[src/rtl/watch_pkg.sv]
// Shared types and constants for the HH:MM watch: mode encodings, digit limits,
// the 7-segment code table and small digit-stepping helpers.
package watch_pkg;

  typedef enum logic [2:0] {
    RUN     = 3'd0,
    EDIT_ML = 3'd1,
    EDIT_MH = 3'd2,
    EDIT_HL = 3'd3,
    EDIT_HH = 3'd4
  } mode_e;

  localparam logic [3:0] LIM_9 = 4'd9;
  localparam logic [3:0] LIM_5 = 4'd5;
  localparam logic [3:0] LIM_3 = 4'd3;
  localparam logic [3:0] LIM_2 = 4'd2;

  localparam logic [7:0] BLANK = 8'hFF;
  // NOTE: a constant table synthesises to ROM/logic, so it has no reset and needs none.
  localparam logic [7:0] SEG_TBL [10] = '{8'hC0, 8'hF9, 8'hA4, 8'hB0, 8'h99,
                                          8'h92, 8'h82, 8'hF8, 8'h80, 8'h90};

  function automatic logic [7:0] seg_code(input logic [3:0] d);
    if (d <= LIM_9) return SEG_TBL[d];
    return BLANK;
  endfunction

  // Wrap-around step of one digit within 0..lim.
  function automatic logic [3:0] step(input logic [3:0] v, input logic [3:0] lim,
                                      input logic up);
    if (up) return (v >= lim) ? 4'd0 : v + 4'd1;
    return (v == 4'd0) ? lim : v - 4'd1;
  endfunction

  function automatic mode_e next_mode(input mode_e m);
    case (m)
      RUN:     return EDIT_ML;
      EDIT_ML: return EDIT_MH;
      EDIT_MH: return EDIT_HL;
      EDIT_HL: return EDIT_HH;
      default: return RUN;
    endcase
  endfunction

  function automatic logic [1:0] mode_digit(input mode_e m);
    case (m)
      EDIT_MH: return 2'd1;
      EDIT_HL: return 2'd2;
      EDIT_HH: return 2'd3;
      default: return 2'd0;
    endcase
  endfunction

endpackage

[src/rtl/key_debounce.sv]
// One push-button: 2-flop synchroniser, stable-low counter and a single
// one-cycle press pulse per press (no auto-repeat while held).
module key_debounce #(
  parameter int DB_CYC = 540_000
) (
  input  logic clk,
  input  logic rst,
  input  logic i_key_n,
  output logic o_press
);

  localparam int CW = $clog2(DB_CYC + 1);

  logic [1:0]    r_sync;
  logic [CW-1:0] r_cnt;
  logic          r_press;

  // NOTE: sequential state uses non-blocking assignments so every flop samples pre-edge values.
  always_ff @(posedge clk) begin
    if (rst) begin
      r_sync  <= 2'b11;
      r_cnt   <= '0;
      r_press <= 1'b0;
    end else begin
      r_sync  <= {r_sync[0], i_key_n};
      r_press <= 1'b0;
      if (r_sync[1]) begin
        r_cnt <= '0;
      end else if (r_cnt != CW'(DB_CYC)) begin
        // Counter saturates at DB_CYC, which is what suppresses repeats.
        r_cnt <= r_cnt + 1'b1;
        if (r_cnt == CW'(DB_CYC - 1)) r_press <= 1'b1;
      end
    end
  end

  assign o_press = r_press;

endmodule

[src/rtl/digital_watch_core.sv]
// 24-hour HH:MM watch with three-button digit editing, 1 Hz LED and a
// multiplexed active-low 4-digit 7-segment display driver.
module digital_watch_core #(
  parameter int CLK_FRE  = 27_000_000,
  parameter int SCAN_DIV = 27_000,
  parameter int DB_CYC   = 540_000
) (
  input  logic       clk,
  input  logic       rst,
  input  logic [2:0] key,
  output logic       led,
  output logic [3:0] dig,
  output logic [7:0] smg
);

  import watch_pkg::*;

  localparam int PW = $clog2(CLK_FRE);
  localparam int SW = (SCAN_DIV > 1) ? $clog2(SCAN_DIV) : 1;

  logic          w_p_mode, w_p_inc, w_p_dec;
  logic          w_act_mode, w_act_inc, w_act_dec;
  logic [PW-1:0] r_pre, w_pre_nxt;
  logic          w_sec_tick, r_led;
  logic [5:0]    r_sec;
  logic [3:0]    r_ml, r_mh, r_hl, r_hh;
  logic [3:0]    w_hl_lim, w_hh_step, w_digit;
  mode_e         r_state;
  logic [SW-1:0] r_sdiv;
  logic [1:0]    r_sidx;
  logic [3:0]    r_dig;
  logic [7:0]    r_smg, w_seg;

  key_debounce #(.DB_CYC(DB_CYC)) u_db_mode (.clk(clk), .rst(rst), .i_key_n(key[0]), .o_press(w_p_mode));
  key_debounce #(.DB_CYC(DB_CYC)) u_db_inc  (.clk(clk), .rst(rst), .i_key_n(key[1]), .o_press(w_p_inc));
  key_debounce #(.DB_CYC(DB_CYC)) u_db_dec  (.clk(clk), .rst(rst), .i_key_n(key[2]), .o_press(w_p_dec));

  assign w_act_mode = w_p_mode;
  assign w_act_inc  = w_p_inc & ~w_p_mode;
  assign w_act_dec  = w_p_dec & ~w_p_mode & ~w_p_inc;

  assign w_sec_tick = (r_pre == PW'(CLK_FRE - 1));
  assign w_pre_nxt  = w_sec_tick ? '0 : r_pre + 1'b1;

  // led is registered from the next count, so it equals (count < CLK_FRE/2).
  always_ff @(posedge clk) begin
    if (rst) begin
      r_pre <= '0;
      r_led <= 1'b0;
    end else begin
      r_pre <= w_pre_nxt;
      r_led <= (w_pre_nxt < PW'(CLK_FRE / 2));
    end
  end

  assign w_hl_lim  = (r_hh == LIM_2) ? LIM_3 : LIM_9;
  assign w_hh_step = step(r_hh, LIM_2, w_act_inc);

  always_ff @(posedge clk) begin
    if (rst) begin
      r_state <= RUN;
      r_sec   <= '0;
      r_ml    <= '0;
      r_mh    <= '0;
      r_hl    <= '0;
      r_hh    <= '0;
    end else begin
      if (w_act_mode) r_state <= next_mode(r_state);
      if (r_state == RUN) begin
        if (w_sec_tick) begin
          if (r_sec == 6'd59) begin
            r_sec <= '0;
            if (r_ml == LIM_9) begin
              r_ml <= '0;
              if (r_mh == LIM_5) begin
                r_mh <= '0;
                if (r_hh == LIM_2 && r_hl == LIM_3) begin
                  r_hl <= '0;
                  r_hh <= '0;
                end else if (r_hl == LIM_9) begin
                  r_hl <= '0;
                  r_hh <= r_hh + 4'd1;
                end else begin
                  r_hl <= r_hl + 4'd1;
                end
              end else begin
                r_mh <= r_mh + 4'd1;
              end
            end else begin
              r_ml <= r_ml + 4'd1;
            end
          end else begin
            r_sec <= r_sec + 6'd1;
          end
        end
      end else begin
        r_sec <= '0;
        if (w_act_inc || w_act_dec) begin
          case (r_state)
            EDIT_ML: r_ml <= step(r_ml, LIM_9, w_act_inc);
            EDIT_MH: r_mh <= step(r_mh, LIM_5, w_act_inc);
            EDIT_HL: r_hl <= step(r_hl, w_hl_lim, w_act_inc);
            EDIT_HH: begin
              r_hh <= w_hh_step;
              if (w_hh_step == LIM_2 && r_hl > LIM_3) r_hl <= LIM_3;
            end
            default: ;
          endcase
        end
      end
    end
  end

  always_comb begin
    // NOTE: every always_comb output gets a default first, so no path can infer a latch.
    w_digit = r_ml;
    case (r_sidx)
      2'd1:    w_digit = r_mh;
      2'd2:    w_digit = r_hl;
      2'd3:    w_digit = r_hh;
      default: w_digit = r_ml;
    endcase
    w_seg = seg_code(w_digit);
    if (r_sidx == 2'd2 && r_led) w_seg[7] = 1'b0;
    if (r_state != RUN && mode_digit(r_state) == r_sidx && !r_led) w_seg = BLANK;
  end

  always_ff @(posedge clk) begin
    if (rst) begin
      r_sdiv <= '0;
      r_sidx <= '0;
      r_dig  <= 4'hF;
      r_smg  <= BLANK;
    end else begin
      r_dig <= ~(4'b0001 << r_sidx);
      r_smg <= w_seg;
      if (r_sdiv == SW'(SCAN_DIV - 1)) begin
        r_sdiv <= '0;
        r_sidx <= r_sidx + 2'd1;
      end else begin
        r_sdiv <= r_sdiv + 1'b1;
      end
    end
  end

  assign led = r_led;
  assign dig = r_dig;
  assign smg = r_smg;

endmodule

[config.mk]
export PLATFORM = sky130hd
export DESIGN_NAME = digital_watch_core
export DESIGN_NICKNAME = d
export VERILOG_FILES = /design/src/rtl/watch_pkg.sv /design/src/rtl/key_debounce.sv /design/src/rtl/digital_watch_core.sv
export SDC_FILE = /design/constraint.sdc
export NUM_CORES = 1
export LEC_CHECK = 0
export CAP_MARGIN = 20
export CORE_ASPECT_RATIO = 0.75
export CORE_MARGIN = 4
export CORE_UTILIZATION = 42
export DETAILED_ROUTE_END_ITERATION = 8
export SLEW_MARGIN = 30
export SYNTH_ARGS = -nofsm -noshare
export SYNTH_HDL_FRONTEND = slang
export SYNTH_SLANG_ARGS = --single-unit
export TNS_END_PERCENT = 1
[constraint.sdc]
create_clock -name clk -period 5.7 [get_ports clk]
set_input_delay 1.14 -clock clk [delete_from_list [all_inputs] [get_ports clk]]
set_output_delay 1.14 -clock clk [all_outputs]
set_load 0.05 [all_outputs]
==> flow_summary.ini <==
[cts]
root_buffer = clkbuf_16
insertion_delay_ns = 0.42
holdBufCountCts = 0
cts.sinks = 149
cts_tree = done
cts_inserted_buffers = 17
cts_htree_levels = 4
post-cts-setup-buffer-count = 0
ctsLongestPathBuffers = 2
cts-resized-gates = 0
clk_pin_slew_ns = 0.06

[power]
ir_worst_vdd_mv = 0.1554
netSwitchingFraction_pct = 20.90
pwr-share-comb_pct = 2.2
p_clk_share_pct = 52.0
p_int_w = 0.001825
power.switching_w = 0.0004822
p_seq_share_pct = 45.8
cellPowerDensity_mw_per_mm2 = 264.1
leakage_nw = 2.946

[synth]
syn_inst = 951
synth_edf_count = 0
ys.flop_type = dfxtp_1
synthTopCellsByArea = dfxtp_1, nor2_1, ha_1, xor2_1, nand2_1
avgSynthCellArea_um2 = 8.162
syn-num-nets = 991
yosys.area.top_type = dfxtp_1
synth_top_area_share_pct = 38.43
syn_area_mm2 = 0.007762
yosysWarnings = 0
ys_seq_area_share_pct = 38.43
synthArstFlopShare_pct = 0
yosysUniqueCellTypes = 70
ys_seq_elements = 149

[grt]
overflow = 0
antenna_found_initial = 0
grt_usage_pct = 17.00
grt_pass1_vias = 5837
grt_first_pass_wirelength_um = 29080
grt_start_max_net_pins = 22

[setup_path]
crit_path_end = r_hh[3]
critPathMaxStageDelay_ns = 0.48
path_cells = ha_1 > and4_1 > nand4_1 > nor2_2 > a21o_1 > and3_1 > o221ai_1 > o211a_1
rr_startpoint = r_pre[0]
cp_max_fo = 12
worstSetupPathType = flip-flop to flip-flop
cp-start-kind = flip-flop
cp-end-kind = flip-flop
cp-startpoint = r_pre[0]
r2r-end = r_hh[3]
r2r_cells = 8
crit_arrival_ns = 3.20
slowest_stage = and4_1
cp.required_ns = 6.01
reg2reg_slack_ns = 2.82

[drt]
drt_iter0_drc = 574
vias = 6469
firstDrtPassIters = 7
ant_nets = 0
vias_per_cell = 5.355
wirelength_um = 16970
route.detailed.drc = 0
routedWlPerCell_um = 14.05

[timing]
layout_worst_path_cycle_share_pct = 50.59
clock-skew-final_ns = 0.009505
setup_violations = 0
maxSlewViolCount = 0
rsz0062_at_grt = false
setup_tns_ns = 0
hold_viol = 0
whs_ns = 0.4095
fmax_ghz = 0.3468
max_slew_margin_pct = 45.06
setup_ws_ns = 2.816
period_minus_slack_ns = 2.884
tightest_slew_ns = 0.8166

[worst_hold_path]
hp-class = flip-flop to flip-flop
holdPathStages = 1

[cells_and_area]
nFillCells = 1755
diodes = 0
fin_nets = 995
drive_above_1_share_pct = 6.522
area_delta_synth_final_pct = 12.52
utilization_pct = 48.89
final_common_cell = dfxtp_1
final_cell_mix = dfxtp_1, nor2_1, nand2_1, a21oi_1, xor2_1
final_cells = 1208

[placed_design]
pre_cts_slack_ns = 2.585
hpwl_um = 12180
routabilityCongestion = 0.8147
portBuffers = 17
dpl.cell_count = 1178

[flow_run]
drv_cap = 0

[floorplan]
die-area_mm2 = 0.02074
io_pins = 18
coreArea_mm2 = 0.01787
dieHeight_um = 125.7
start_util_pct = 43.45
die_x_um = 165.0
row_count = 42

[run_status]
status = finished, final reports clean
## cell usage after synthesis, drive strengths merged (3+ instances only)
library cell / instances
dfxtp: 149
a211o: 4
o22ai: 6
nor2: 147
and4: 3
nand3: 47
a32oi: 5
nand4: 18
or2: 16
nor3: 24
inv: 39
nand2b: 6
xnor2: 28
nor2b: 6
xor2: 50
a21o: 5
o311ai: 3
a211oi: 10
or3: 27
nand4b: 5
nand2: 73
or4: 3
nor4: 11
ha: 35
and2: 5
mux2i: 12
a31oi: 11
or4b: 3
a221oi: 3
mux2: 3
a222oi: 4
and3: 18
nor4b: 8
o21ai: 49
a21oi: 50
buf: 9
o211ai: 4
clkbuf: 27
## routing by layer
metal	share of wire, %	up-vias	wire [um]	global-route usage, %
li1	-	3349	-	-
met1	56	2999	9492	27.46
met2	39	107	6594	21.95
met3	4.2	14	705	3.919
met4	1.0	0	178	4.694
met5	0	-	0	0
## sequential cells by signal (all words and copies together), names as in the netlist
name / count
r_pre: 25
u_db_dec.r_cnt: 20
u_db_inc.r_cnt: 20
u_db_mode.r_cnt: 20
r_sdiv: 15
smg: 8
r_sec: 6
dig: 4
r_hh: 4
r_hl: 4
r_mh: 4
r_ml: 4
r_state: 3
r_sidx: 2
u_db_dec.r_sync: 2
u_db_inc.r_sync: 2
u_db_mode.r_sync: 2
led: 1
u_db_dec.o_press: 1
u_db_inc.o_press: 1
u_db_mode.o_press: 1
## final cells by class
cell class	instances	area (um^2)	share of cell area [%]
Tap cell	242	302.8	3.467
Inverter	40	150.1	1.719
Multi-Input combinational cell	726	4472	51.20
Clock buffer	20	456.7	5.228
Sequential cell	149	2983	34.15
Timing Repair Buffer	21	200.2	2.292
Clock inverter	10	170.2	1.948
## cells by family after synthesis
logic type | count (synthesis) | share of synthesized area (%)
xor+xnor | 78 | 8.801
simple gates | 426 | 27.35
flops | 149 | 38.43
mux | 15 | 1.983
fa+ha+maj | 35 | 5.642
compound gates | 172 | 13.83
buf+inv | 76 | 3.965
## worst max-delay path, delay by kind of cell (launching register included)
family	cells	cell delay, ns
AO/OA/AOI/OAI	3	0.52
adder cells (fa/ha/maj)	1	0.43
flip-flops	1	0.38
AND/OR/NAND/NOR	4	1.45
## through the flow
stage,area (um^2),power [W]
finish,8735,0.002307
global route,8735,0.002393
CTS,8735,0.002340
detailed placement,8108,0.001132
global placement,8108,0.001132
floorplan,7762,0.001114
## power groups by stage
| stage | Combinational (W) | Sequential (W) | Clock (W) |
|---|---|---|---|
| global placement | 0.0000517 | 0.00108 | 0 |
| detailed placement | 0.0000518 | 0.00108 | 0 |
| floorplan | 0.0000250 | 0.00109 | 0 |
| global route | 0.0000563 | 0.00106 | 0.00128 |
| finish | 0.0000511 | 0.00106 | 0.00120 |
| CTS | 0.0000520 | 0.00106 | 0.00123 |
## worst min-delay path by stage
stage | slack, ns | endpoint | from
after detailed placement | 0.40 | u_db_inc.r_sync[1] | u_db_inc.r_sync[0]
after global placement | 0.39 | u_db_dec.r_sync[1] | u_db_dec.r_sync[0]
after global routing | 0.45 | u_db_inc.r_sync[1] | u_db_inc.r_sync[0]
final | 0.41 | u_db_inc.r_sync[1] | u_db_inc.r_sync[0]
after CTS | 0.41 | u_db_inc.r_sync[1] | u_db_inc.r_sync[0]
after floorplan | 0.39 | u_db_dec.r_sync[1] | u_db_dec.r_sync[0]
Note: power is estimated with default switching activity, not from simulation.
